===== config.mk =====
export PLATFORM = sky130hd
export DESIGN_NAME = laser_feeder
export DESIGN_NICKNAME = d
export VERILOG_FILES = /design/src/rtl/laser_feeder_pkg.sv /design/src/rtl/laser_pt_mem.sv /design/src/rtl/laser_feeder.sv
export SDC_FILE = /design/constraint.sdc
export NUM_CORES = 1
export LEC_CHECK = 0
export BUFFER_PORTS_ARGS = -buffer_cell sky130_fd_sc_hd__buf_4
export CAP_MARGIN = 10
export CELL_PAD_IN_SITES_DETAIL_PLACEMENT = 1
export CELL_PAD_IN_SITES_GLOBAL_PLACEMENT = 2
export CORE_ASPECT_RATIO = 1.1
export CORE_MARGIN = 8
export CORE_UTILIZATION = 43
export CTS_CLUSTER_DIAMETER = 50
export DETAILED_ROUTE_END_ITERATION = 10
export GPL_TIMING_DRIVEN = 0
export MAX_ROUTING_LAYER = met4
export PLACE_DENSITY = 0.83
export SYNTH_ARGS = -nofsm -noshare
export SYNTH_HDL_FRONTEND = slang
export SYNTH_SLANG_ARGS = --single-unit
export TNS_END_PERCENT = 30

===== constraint.sdc =====
create_clock -name CLK -period 4 [get_ports CLK]
set_clock_uncertainty 0.1 [all_clocks]
set_input_delay 0.8 -clock CLK [delete_from_list [all_inputs] [get_ports CLK]]
set_output_delay 0.8 -clock CLK [all_outputs]
set_load 0.02 [all_outputs]

===== src/rtl/laser_feeder_pkg.sv =====
// Shared definitions for the laser feeder: state encoding, sizes and payload types.
package laser_feeder_pkg;

  localparam int unsigned NPTS_DEFAULT = 40;  // points per image
  localparam int unsigned COORD_W      = 4;   // coordinate width
  localparam int unsigned ADDR_W       = 6;   // point index width
  localparam int unsigned CNT_W        = 12;  // align/wait counter width

  typedef enum logic [2:0] {
    S_IDLE,
    S_ALIGN,
    S_STREAM,
    S_WAIT,
    S_REPORT
  } state_t;

  typedef struct packed {
    logic [COORD_W-1:0] x;
    logic [COORD_W-1:0] y;
  } pt_t;

  typedef struct packed {
    logic [COORD_W-1:0] c1x;
    logic [COORD_W-1:0] c1y;
    logic [COORD_W-1:0] c2x;
    logic [COORD_W-1:0] c2y;
  } res_t;

endpackage


===== src/rtl/laser_pt_mem.sv =====
// Point memory: one synchronous write port, one asynchronous read port, (x,y) per entry.
// Ports: clk; wr_en/wr_addr/wr_pt write side; rd_addr/rd_pt_c read side.
// Contents are intentionally not reset.
module laser_pt_mem
  import laser_feeder_pkg::*;
#(
  parameter int unsigned DEPTH = NPTS_DEFAULT
) (
  input  logic              clk,
  input  logic              wr_en,
  input  logic [ADDR_W-1:0] wr_addr,
  input  pt_t               wr_pt,
  input  logic [ADDR_W-1:0] rd_addr,
  output pt_t               rd_pt_c
);

  pt_t mem_q [DEPTH];

  // Out-of-range writes are dropped here as a second line of defence.
  always_ff @(posedge clk) begin
    if (wr_en && (32'(wr_addr) < DEPTH)) begin
      mem_q[wr_addr] <= wr_pt;
    end
  end

  assign rd_pt_c = (32'(rd_addr) < DEPTH) ? mem_q[rd_addr] : '0;

endmodule


===== src/rtl/laser_feeder.sv =====
// Laser feeder: streams a stored point image to the LASER peer and captures its result.
// Ports: CLK/RST (sync, active-high); LD_* point loading; START run request;
//        PEER_RST, X, Y to the peer; C1X..C2Y, DONE from the peer;
//        R_* captured result, RES_VALID / TIMEOUT pulses, BUSY status.
module laser_feeder
  import laser_feeder_pkg::*;
#(
  parameter int unsigned NPTS    = NPTS_DEFAULT,
  parameter int unsigned LEAD    = 1,
  parameter int unsigned TMO_MAX = 4095
) (
  input  logic               CLK,
  input  logic               RST,
  input  logic               LD_EN,
  input  logic [ADDR_W-1:0]  LD_ADDR,
  input  logic [COORD_W-1:0] LD_X,
  input  logic [COORD_W-1:0] LD_Y,
  input  logic               START,
  output logic               PEER_RST,
  output logic [COORD_W-1:0] X,
  output logic [COORD_W-1:0] Y,
  input  logic [COORD_W-1:0] C1X,
  input  logic [COORD_W-1:0] C1Y,
  input  logic [COORD_W-1:0] C2X,
  input  logic [COORD_W-1:0] C2Y,
  input  logic               DONE,
  output logic [COORD_W-1:0] R_C1X,
  output logic [COORD_W-1:0] R_C1Y,
  output logic [COORD_W-1:0] R_C2X,
  output logic [COORD_W-1:0] R_C2Y,
  output logic               RES_VALID,
  output logic               BUSY,
  output logic               TIMEOUT
);

  state_t            state_q, state_d;
  logic [ADDR_W-1:0] idx_q, idx_d;
  logic [CNT_W-1:0]  cnt_q, cnt_d;
  res_t              res_q, res_d;
  pt_t               xy_q, xy_d;
  logic              peer_rst_q, peer_rst_d;
  logic              busy_q, busy_d;
  logic              res_valid_q, res_valid_d;
  logic              timeout_q, timeout_d;
  logic              wr_en_c;
  pt_t               rd_pt_c;

  // Loads only land while idle; a write in the START cycle completes before streaming.
  assign wr_en_c = LD_EN && (state_q == S_IDLE) && (32'(LD_ADDR) < NPTS);

  laser_pt_mem #(.DEPTH(NPTS)) u_mem (
    .clk     (CLK),
    .wr_en   (wr_en_c),
    .wr_addr (LD_ADDR),
    .wr_pt   ('{x: LD_X, y: LD_Y}),
    .rd_addr (idx_d),
    .rd_pt_c (rd_pt_c)
  );

  // Next-state, index/counter and result capture.
  always_comb begin
    state_d   = state_q;
    idx_d     = idx_q;
    cnt_d     = cnt_q;
    res_d     = res_q;
    timeout_d = 1'b0;
    case (state_q)
      S_IDLE: begin
        if (START) begin
          state_d = S_ALIGN;
          cnt_d   = '0;
        end
      end
      S_ALIGN: begin
        // LEAD of 0 behaves as 1: ALIGN always lasts at least one cycle.
        if (32'(cnt_q) + 32'd1 >= LEAD) begin
          state_d = S_STREAM;
          idx_d   = '0;
        end else begin
          cnt_d = cnt_q + 1'b1;
        end
      end
      S_STREAM: begin
        if (32'(idx_q) + 32'd1 >= NPTS) begin
          state_d = S_WAIT;
          cnt_d   = '0;
        end else begin
          idx_d = idx_q + 1'b1;
        end
      end
      S_WAIT: begin
        cnt_d = cnt_q + 1'b1;
        // DONE takes priority over a coincident timeout.
        if (DONE) begin
          state_d = S_REPORT;
          res_d   = '{c1x: C1X, c1y: C1Y, c2x: C2X, c2y: C2Y};
        end else if (32'(cnt_q) >= TMO_MAX) begin
          state_d   = S_IDLE;
          timeout_d = 1'b1;
        end
      end
      S_REPORT: state_d = S_IDLE;
      default:  state_d = S_IDLE;
    endcase
  end

  // Registered outputs follow the state being entered.
  always_comb begin
    xy_d        = '0;
    peer_rst_d  = (state_d == S_IDLE);
    busy_d      = (state_d != S_IDLE);
    res_valid_d = (state_d == S_REPORT);
    if (state_d == S_STREAM) begin
      xy_d = rd_pt_c;
    end
  end

  always_ff @(posedge CLK) begin
    if (RST) begin
      state_q     <= S_IDLE;
      idx_q       <= '0;
      cnt_q       <= '0;
      res_q       <= '0;
      xy_q        <= '0;
      peer_rst_q  <= 1'b1;
      busy_q      <= 1'b0;
      res_valid_q <= 1'b0;
      timeout_q   <= 1'b0;
    end else begin
      state_q     <= state_d;
      idx_q       <= idx_d;
      cnt_q       <= cnt_d;
      res_q       <= res_d;
      xy_q        <= xy_d;
      peer_rst_q  <= peer_rst_d;
      busy_q      <= busy_d;
      res_valid_q <= res_valid_d;
      timeout_q   <= timeout_d;
    end
  end

  assign PEER_RST  = peer_rst_q;
  assign X         = xy_q.x;
  assign Y         = xy_q.y;
  assign R_C1X     = res_q.c1x;
  assign R_C1Y     = res_q.c1y;
  assign R_C2X     = res_q.c2x;
  assign R_C2Y     = res_q.c2y;
  assign RES_VALID = res_valid_q;
  assign BUSY      = busy_q;
  assign TIMEOUT   = timeout_q;

endmodule

Word-level counts from Yosys, hierarchy flattened. Memories as Yosys holds them, arrays and structs flattened. A register that Yosys moved wholly into a read port is not among the register bits. Index checks and enable logic that the tools add are counted.

Memories: 1. Flip-flop bits (word level): 41. RAM bits: 320. Logic and storage cells: 59. Memory bits (read-only): 0. Bits in latches: 0. Output and inout bits: 28. Input port bits: 35.

Divide/modulo/power cells: 0. Multiplexer cells: 16. Shift operators: 0. Bitwise logic cells: 3. Eq/ne operators: 8. Add/sub/neg operators: 4. $mul: 0. $lt $le $gt $ge: 5. Reduce and logical (&&, ||, !) cells: 11.

Memory list: u_mem.mem_q (depth 40, bits a word 8, read ports 1, clocked after Yosys merged registers in 1, write ports 1, line laser_pt_mem.sv:17) `pt_t mem_q [DEPTH];`.

Operator list (count): $pmux 12 s4 (1); $mux 12 (3); $mux 3 (5); $add 12x1->13 const B (1); $ge 13x1->1 const B (1); $add 12x1->12 const B (1); $ge 12x12->1 const B (1); $lt 6x6->1 const B (2); $mux 6 (2); $pmux 3 s4 (1); $pmux 6 s2 (1); $eq 3x2->1 const B (3); $add 6x1->7 const B (1); $ge 7x6->1 const B (1); $add 6x1->6 const B (1); $logic_not 3->1 (2); $ne 2x2->1 const B (3); $reduce_or 3->1 (2); $reduce_and 4->1 (1); $reduce_bool 4->1 (1); $eq 3x1->1 const B (1); $eq 3x3->1 const B (1); $logic_and 1x1->1 (3); $mux 1 (3); 3 further kinds (5).

Logic depth before layout (Yosys ltp). Gate-level depths: netlist of the first run.

Depth in word-level cells: 7. Depth in mapped cells: 14. Depth with buffers taken out: 10.

By module. Synthesis of the first run repeated with hierarchy kept, for this count alone.

Cells, all modules: 892. Area total of the unflattened synthesis: 14865.5 µm².

Modules (own cells, without submodules): laser_pt_mem (times used 1, area an instance 12592.1 µm², cells an instance 626, seq. area each 9609.2 µm²); laser_feeder (times used 1, area an instance 2273.4 µm², cells an instance 266, seq. area each 980.9 µm²).

Least setup slack after synthesis of the first run. OpenSTA, ideal clock, no wires.

Path type: reg-to-reg. Start point: register idx_q[1]. End point: register xy_q (netlist bit X[1]). Arrival time: 3.079 ns. Setup time: 0.116 ns. Data required time: 3.784 ns. Stages on the path, launching flop included: 12. Path slack: 0.704 ns. Buffers on the path: 1. Period minus slack after synthesis: 3.296 ns. Cell sequence: dfxtp_1 -> ha_1 -> and4b_1 -> mux2_2 -> clkbuf_1 -> a21boi_0 -> nor2_1 -> nor4_1 -> nand4_1 -> o2111ai_1 -> o221ai_1 -> o211a_1.

Cells in the longest elaborated chain, start to end: 7. Elaborated cells between the ends (all ways): 13. Classes of those cells: 2 x add/sub; 2 x order compare; 1 x eq/ne; 5 x mux; 2 x bitwise; 1 x reduce/logical.

RTL lines: from (decl) (line laser_feeder.sv:37) `logic [ADDR_W-1:0] idx_q, idx_d;`; from (signal assigned) (line laser_feeder.sv:131) `idx_q <= idx_d;`; $add 6x1->7 (line laser_feeder.sv:84) `if (32'(idx_q) + 32'd1 >= NPTS) begin`; $ge 7x6->1 (line laser_feeder.sv:84); $mux 6 or $mux 3 (tied branches) (line laser_feeder.sv:84); $pmux 6 s2 or $pmux 3 s4 (tied branches) (line laser_feeder.sv:67) `case (state_q)`; $lt 6x6->1 or $eq 3x2->1 (tied branches) (line laser_pt_mem.sv:26, laser_feeder.sv:113); $not 1->1 (no line); $reduce_or 3->1 (no line); to (signal assigned) (line laser_feeder.sv:134) `xy_q <= xy_d;`; to (decl) (line laser_feeder.sv:40) `pt_t xy_q, xy_d;`.

Parallel ways exist; a longest one is shown, timed or not. A chain may end at the register's enable or synchronous reset.

Worst setup path after layout of the first run.
Start point: register idx_q[1]. End point: register xy_q (netlist bit X[0]).

The elaborated chain is that of the path after synthesis.

==> reports/results.tsv, run 1 <==
metric	value	unit
Nets	1752	
final setup vio count	0	
Worst setup SP type	flop	
worst slew pin tran	1.129	ns
PortBufs	62	
Sink Count	369	
layout cells sized above 1	0.1780	
max-cap violation count	0	
yosys warns	0	
outcome	completed	
Yosys top cell area share	0.5297	
Worst slew margin	0.2447	
unique cell type count in the Yosys netlist	80	
grt ovf	0	
register area share after synthesis	0.5837	
die width	211.8	um
top area cells in the synthesized netlist	edfxtp_1, dfxtp_1, mux2i_1	
I/O pin total	63	
Reg clk slew, reported paths	0.06	ns
CP Data Arrival Time	4.33	ns
most common cell after layout, fill and taps aside	edfxtp_1	
cell count after synthesis	1582	
first-pass GRT wire length	100400	um
Routed WL per cell	29.61	um
synthesized area	0.01814	mm^2
largest area contributor in the netlist	edfxtp_1	
minimum clock period	3.986	ns
Post-Route WL	68690	um
final hold violation count	0	
CTS tree	yes	
Syn Nets	1620	
unrepaired setup endpoints after global routing	true	
antenna violations before repair	0	
vias in the first global route	15400	
Die ar.	0.04903	mm^2
largest net degree at the start of global routing	41	
CTS Root Cell	clkbuf_16	
Req. time, crit path	4.34	ns
htree depth	2	
Crit Path Class	reg2reg	
DR iter-0 viols	1741	
leakage power	7.772	nW
footprint of the multi-input gates	0.007333	mm^2
CTS Buf Count	48	
core area	0.04201	mm^2
max-slew violation count	0	
n_diodes	0	
Seq cells post-synth	369	
Max Used Layer	met4	
crit end category	flop	
post-synthesis async set-or-reset flop share	0	
VDD IR max	383.1	uV
Setup TNS Final	0	ns
storage element area	0.01059	mm^2
Place WS	-0.9705	ns
Avg Synthesized Cell Area	11.47	um^2
# DRC	0	
row count	79	
vias per inst	6.639	
post-route antenna net violation count	0	
Initial Utilization	0.4319	
Post-synth EDFFs	320	
Tot GR Track Use	0.2817	
setup ws final	0.01416	ns
area grow syn2layout	18.74	%
Clock Latency Late Sink	0.59	ns
Placer Congestion	0.9438	
Worst Hold Class	reg2reg	
clk buf depth	3	
routed via count	15400	
Pwr Density	457.9	mW/mm^2
met2 wire len	32510	um
ys flop type	edfxtp_1	
Max Freq	250.9	MHz
Die H	231.4	um
DRT Pass-1 Iters	7	
DP HPWL	47210	um
WL met1	27100	um
hold_buf cts	0	
fillers	4371	
Tcrit/Tclk final	0.9965	
total power draw	9.865	mW
peak fanout along the critical path	10	
commonest cells after routing, fill and taps aside	edfxtp_1, nand2_1, buf_4, mux2i_1, nor2_1	
met3 wire len	6000	um
-- cell usage after synthesis, types with 4 or more instances --
master and number:
nor3_1 17, buf_1 5, nand4_1 24, o2111ai_1 13, clkbuf_1 94, a211oi_1 25, o211ai_1 6, mux2i_1 96
or3b_2 4, nor4_1 5, edfxtp_1 320, a22oi_1 8, mux2_2 8, buf_4 5, a221o_1 27, a222oi_1 42
nand3_1 77, o221ai_1 17, dfxtp_1 49, a21oi_1 64, nand3b_1 6, nor2_1 87, inv_1 10, or2_2 4
a211o_1 15, a31oi_1 7, nor2b_1 6, buf_2 29, o211a_1 8, a22o_1 19, a31o_2 7, o21a_1 13
o21ai_0 80, a221oi_1 23, o22ai_1 58, and3_1 36, xnor2_1 4, o21ai_1 5, or3_1 7, a21o_1 14
nand2_1 179
-- worst max-delay path: stages, from the launching register on --
cell and delay (ns):
dfxtp_1 0.39, ha_1 0.29, and4b_2 0.37, mux2_2 0.38
clkbuf_2 0.26, nand2_2 0.22, buf_2 0.32, buf_2 0.36
o22ai_1 0.13, a21oi_1 0.19, o21ai_0 0.14, a211oi_1 0.48
o41ai_2 0.21
-- logic make-up after synthesis --
group                    share of synthesized area
flip-flops                                  0.5837
XOR/XNOR                                  0.003310
AND/OR/NAND/NOR                             0.1228
buffers and inverters                      0.03345
AO/OA/AOI/OAI                               0.1968
multiplexers                               0.05793
adder cells (fa/ha/maj)                   0.002069
-- per-layer routing --
layer  up-vias  track usage
li1       6580            -
met3       194      0.04905
met4         0       0.1256
met2       890       0.4480
met5         -            -
met1      7739       0.3501
-- path summary, 6_finish.rpt --
kind / start / end / slack, ns / depth (start not counted)
min reg2reg: R_C2X[3] / R_C2X[3] / 0.35 / 2
max: idx_q[1] / X[0] / 0.01 / 12
max reg2reg: idx_q[1] / X[0] / 0.01 / 12
min: R_C2X[3] / R_C2X[3] / 0.35 / 2
-- metrics by stage --
stage / cell area [um^2] / hold WS, ns / util / cells
3_3_place_gp: 19320 / 0.3423 / 0.4598 / 2211
2_1_floorplan: 18140 / 0.3782 / - / 1582
4_1_cts: 21250 / 0.3408 / 0.5058 / 2309
5_1_grt: 21540 / 0.3631 / 0.5128 / 2320
3_5_place_dp: 19330 / 0.3483 / 0.4602 / 2212
6_report: 21540 / 0.3547 / 0.5128 / 2320
-- repair_timing --
action / CTS / global route
pin swaps: 5 / 6
endpoints found under the setup margin: 9 / 8
gates cloned: 0 / 0
hold endpoints to repair: 0 / 0
resized for setup: 70 / 66
setup buffers: 9 / 13
-- state kept, by name, summed over array words and instances (netlist names) --
name         flops
Y                4
state_q          3
PEER_RST         1
cnt_q           12
u_mem.mem_q    320
R_C1Y            4
BUSY             1
X                4
idx_q            6
RES_VALID        1
R_C1X            4
TIMEOUT          1
R_C2X            4
R_C2Y            4
-- report_power, final --
part,switching [mW],internal (mW)
Clock,1.77,2.49
Combinational,0.972,0.423
Sequential,0.0109,4.20
-- cell type report --
| type | count | area share |
|---|---|---|
| Buffer | 131 | 0.03014 |
| Clock buffer | 55 | 0.05843 |
| Clock inverter | 34 | 0.01435 |
| Inverter | 11 | 0.001917 |
| Multi-Input combinational cell | 1068 | 0.3404 |
| Sequential cell | 369 | 0.4916 |
| Tap cell | 567 | 0.03293 |
| Timing Repair Buffer | 85 | 0.03020 |
(Power assumes the default switching activity.)
==> run 2: changes to the inputs <==
--- a/config.mk
+++ b/config.mk
@@ -11,12 +11,13 @@
 export CELL_PAD_IN_SITES_GLOBAL_PLACEMENT = 2
 export CORE_ASPECT_RATIO = 1.1
 export CORE_MARGIN = 8
-export CORE_UTILIZATION = 43
+export CORE_UTILIZATION = 46
 export CTS_CLUSTER_DIAMETER = 50
 export DETAILED_ROUTE_END_ITERATION = 10
 export GPL_TIMING_DRIVEN = 0
 export MAX_ROUTING_LAYER = met4
-export PLACE_DENSITY = 0.83
+export PLACE_DENSITY = 0.88
+export SKIP_CTS_REPAIR_TIMING = 1
 export SYNTH_ARGS = -nofsm -noshare
 export SYNTH_HDL_FRONTEND = slang
 export SYNTH_SLANG_ARGS = --single-unit
==> constraint.sdc (replaced) <==
create_clock -name CLK -period 5.05 [get_ports CLK]
set_clock_uncertainty 0.1 [all_clocks]
set_input_delay 1.01 -clock CLK [delete_from_list [all_inputs] [get_ports CLK]]
set_output_delay 1.01 -clock CLK [all_outputs]
set_load 0.02 [all_outputs]
==> reports/results.tsv, run 2 (synthesis results as in run 1) <==
metric	value	unit
Initial Utilization	0.4642	
post-route antenna net violation count	0	
die width	205.4	um
DRT Pass-1 Iters	7	
fillers	4114	
Pwr Density	371.4	mW/mm^2
Cell Int Power	5.632	mW
CP Data Arrival Time	5.36	ns
Worst Hold Class	reg2reg	
clk buf depth	3	
first-pass GRT wire length	99360	um
final hold violation count	0	
CTS Buf Count	45	
biggest regs	u_mem.mem_q: 320 flops, cnt_q: 12 flops, idx_q: 6 flops	
vias per inst	6.851	
grt ovf	0	
area grow syn2layout	14.66	%
Flop pwr share	0.432	
minimum clock period	5.027	ns
Req. time, crit path	5.38	ns
Worst Hold Slack	0.3520	ns
Die H	224.3	um
Clk pwr share	0.434	
I/O pin total	63	
placed insts	2152	
Tcrit/Tclk final	0.9954	
max-slew violation count	0	
Die ar.	0.04606	mm^2
VDD IR max	329.4	uV
layout cells sized above 1	0.1210	
Place WS	0.1007	ns
Worst setup SP type	flop	
Reg clk slew, reported paths	0.06	ns
worst slew pin tran	1.181	ns
most common cell after layout, fill and taps aside	edfxtp_1	
PortBufs	62	
Crit Path Class	reg2reg	
Clock Latency Late Sink	0.58	ns
htree depth	2	
Util after Layout	0.5323	
Post-Route WL	67600	um
Max Freq	198.9	MHz
outcome	completed	
CTS tree	yes	
antenna violations before repair	2	
Routed WL per cell	30.23	um
final cell count without fillers	2236	
Sw Ratio	0.2710	
routed via count	15320	
final setup vio count	0	
setup ws final	0.02323	ns
P_sw	2.094	mW
leakage power	7.482	nW
Sink Count	369	
vias in the first global route	15610	
fin area	0.02080	mm^2
DP HPWL	46640	um
row count	76	
largest net degree at the start of global routing	41	
crit end category	flop	
Reg with most FFs	u_mem.mem_q	
Largest register FFs	320	
max-cap violation count	0	
commonest cells after routing, fill and taps aside	edfxtp_1, nand2_1, clkbuf_1	
Tot GR Track Use	0.2961	
CTS Root Cell	clkbuf_16	
unrepaired setup endpoints after global routing	false	
# DRC	0	
peak fanout along the critical path	10	
DR iter-0 viols	2097	
Nets	1730	
core area	0.03908	mm^2
Worst slew margin	0.2095	
Placer Congestion	0.9395	
Post-DP Area	0.01926	mm^2
power share of the combinational group	0.134	
-- run 2: critical path, cell delays in order, from the launching register on --
cell	delay [ns]
dfxtp_1	0.30
clkbuf_1	0.20
or3b_2	0.61
a211oi_2	0.41
xor2_2	0.70
o21ai_0	0.35
nor2_2	0.59
buf_2	0.42
nand4_1	0.13
a41oi_1	0.42
nor4b_1	0.47
nor4_1	0.16
-- run 2: power groups by stage --
| stage | combinational [mW] | sequential, mW | clock, mW |
|---|---|---|---|
| after floorplan | 0.553 | 3.41 | 0 |
| after global placement | 0.973 | 3.40 | 0 |
| after detailed placement | 0.998 | 3.40 | 0 |
| after CTS | 1.01 | 3.34 | 3.38 |
| after global routing | 1.08 | 3.34 | 3.47 |
| final | 1.04 | 3.34 | 3.35 |
-- run 2: path summary, 6_finish.rpt --
| check | startpoint | end | slack [ns] | cells after the start |
|---|---|---|---|---|
| max reg2reg | state_q[2] | Y[3] | 0.02 | 11 |
| min | R_C1X[2] | R_C1X[2] | 0.35 | 2 |
| min reg2reg | R_C1X[2] | R_C1X[2] | 0.35 | 2 |
| max | state_q[2] | Y[3] | 0.02 | 11 |
-- run 2: area by class of cell --
type | instances | area [um^2] | share of cell area
antenna | 2 | 5.005 | 0.0002406
buffer | 134 | 565.5 | 0.02719
clock buffer | 56 | 1229 | 0.05906
clock inverter | 26 | 307.8 | 0.01480
inverter | 11 | 41.29 | 0.001985
multi-input combinational | 1068 | 6957 | 0.3344
sequential | 369 | 10590 | 0.5091
tap | 507 | 634.4 | 0.03049
timing repair buffer | 63 | 473.0 | 0.02274
-- run 2: metrics by stage --
stage | power [mW] | setup TNS (ns)
3_3_place_gp | 4.373 | -4.003
5_1_grt | 7.888 | 0
6_report | 7.725 | 0
2_1_floorplan | 3.964 | 0
3_5_place_dp | 4.399 | 0
4_1_cts | 7.724 | 0
-- run 2: per-layer routing --
layer	track usage	part of all wire
met1	0.3566	0.38
met2	0.4691	0.47
met5	-	0
met4	0.1488	0.049
met3	0.06131	0.097
==> run 3: changes to the inputs <==
--- a/config.mk
+++ b/config.mk
@@ -12,6 +12,7 @@
 export CORE_ASPECT_RATIO = 1.1
 export CORE_MARGIN = 8
 export CORE_UTILIZATION = 46
+export CTS_BUF_LIST = sky130_fd_sc_hd__clkbuf_8 sky130_fd_sc_hd__clkbuf_16
 export CTS_CLUSTER_DIAMETER = 50
 export DETAILED_ROUTE_END_ITERATION = 10
 export GPL_TIMING_DRIVEN = 0
==> reports/results.tsv, run 3 (synthesis results as in run 1) <==
metric	value	unit
Worst setup SP type	flop	
total power draw	7.715	mW
row count	76	
minimum clock period	5.017	ns
unrepaired setup endpoints after global routing	false	
clk buf depth	3	
max-cap violation count	0	
final setup vio count	0	
leakage power	7.507	nW
Worst Hold Slack	0.3520	ns
Setup TNS Final	0	ns
Reg with most FFs	u_mem.mem_q	
max-slew violation count	0	
first-pass GRT wire length	99360	um
CTS Root Cell	clkbuf_16	
# DRC	0	
most common cell after layout, fill and taps aside	edfxtp_1	
Worst slew margin	0.2194	
Initial Utilization	0.4642	
routed via count	15320	
Largest register FFs	320	
VDD IR max	329.2	uV
CTS tree	yes	
Req. time, crit path	5.38	ns
Clock Latency Late Sink	0.58	ns
Tcrit/Tclk final	0.9935	
Nets	1730	
PortBufs	62	
htree depth	2	
Routed WL per cell	30.17	um
Util after Layout	0.5323	
outcome	completed	
Crit Path Class	reg2reg	
final hold violation count	0	
Cell Int Power	5.619	mW
antenna violations before repair	2	
Die ar.	0.04606	mm^2
DP HPWL	46640	um
vias per inst	6.846	
DRT Pass-1 Iters	8	
die width	205.4	um
Pwr Density	370.8	mW/mm^2
Reg clk slew, reported paths	0.06	ns
area grow syn2layout	14.68	%
biggest regs	u_mem.mem_q: 320 flops, cnt_q: 12 flops, idx_q: 6 flops	
Tot GR Track Use	0.2961	
commonest cells after routing, fill and taps aside	edfxtp_1, nand2_1, mux2i_1	
power share of the combinational group	0.134	
core area	0.03908	mm^2
worst slew pin tran	1.167	ns
Flop pwr share	0.432	
DR iter-0 viols	2094	
CP Data Arrival Time	5.35	ns
P_sw	2.095	mW
Die H	224.3	um
Sink Count	369	
layout cells sized above 1	0.1210	
Post-Route WL	67480	um
CTS Buf Count	45	
post-route antenna net violation count	0	
I/O pin total	63	
peak fanout along the critical path	10	
Placer Congestion	0.9395	
Clk pwr share	0.433	
largest net degree at the start of global routing	41	
vias in the first global route	15610	
Max Freq	199.3	MHz
grt ovf	0	
Worst Hold Class	reg2reg	
crit end category	flop	
Sw Ratio	0.2716	
## run 3: cell types whose count changed in the layout (fill, tap and decap cells not counted)
cell	delta
clkbuf_1	-6
diode_2	+1
inv_1	+6
## run 3: power by group through the flow
stage,clock (mW),combinational [mW],sequential [mW]
floorplan,0,0.553,3.41
global placement,0,0.973,3.40
detailed placement,0,0.998,3.40
CTS,3.37,1.01,3.34
global route,3.46,1.08,3.34
finish,3.34,1.04,3.34
## run 3: critical path: stages, from the launching register on
cell      delay [ns]
dfxtp_1         0.30
clkbuf_1        0.20
or3b_2          0.61
a211oi_2        0.41
xor2_2          0.70
o21ai_0         0.35
nor2_2          0.59
buf_2           0.43
nand4_1         0.13
a41oi_1         0.42
nor4b_1         0.47
nor4_1          0.16
## run 3: path summary, 6_finish.rpt
check,startpoint,to,slack (ns),cells after the start
min reg2reg,R_C1X[2],R_C1X[2],0.35,2
max,state_q[2],Y[3],0.03,11
max reg2reg,state_q[2],Y[3],0.03,11
min,R_C1X[2],R_C1X[2],0.35,2
## run 3: final cells by class
cell class / instances / area [um^2]
fillers: 4113 / 18280
flip-flops and latches: 369 / 10590
multi-input cells: 1068 / 6957
clock buffers: 50 / 1206
well taps: 507 / 634.4
plain buffers: 134 / 565.5
repair buffers: 63 / 473.0
clock inverters: 32 / 330.3
inverters: 11 / 41.29
diodes: 3 / 7.507
## run 3: metal layers
layer | up-vias | global-route usage | share of wire
met5 | - | - | 0
met4 | 0 | 0.1488 | 0.049
met3 | 195 | 0.06131 | 0.096
met2 | 872 | 0.4691 | 0.47
met1 | 7703 | 0.3566 | 0.38
li1 | 6545 | - | -
## run 3: stage by stage
step | cells | cell area [um^2] | setup WS, ns
after global routing | 2236 | 20800 | 0.01309
after CTS | 2234 | 20790 | 0.07199
after detailed placement | 2152 | 19260 | 0.1007
final | 2237 | 20810 | 0.03262
after global placement | 2151 | 19240 | -0.6504
after floorplan | 1582 | 18140 | 1.754
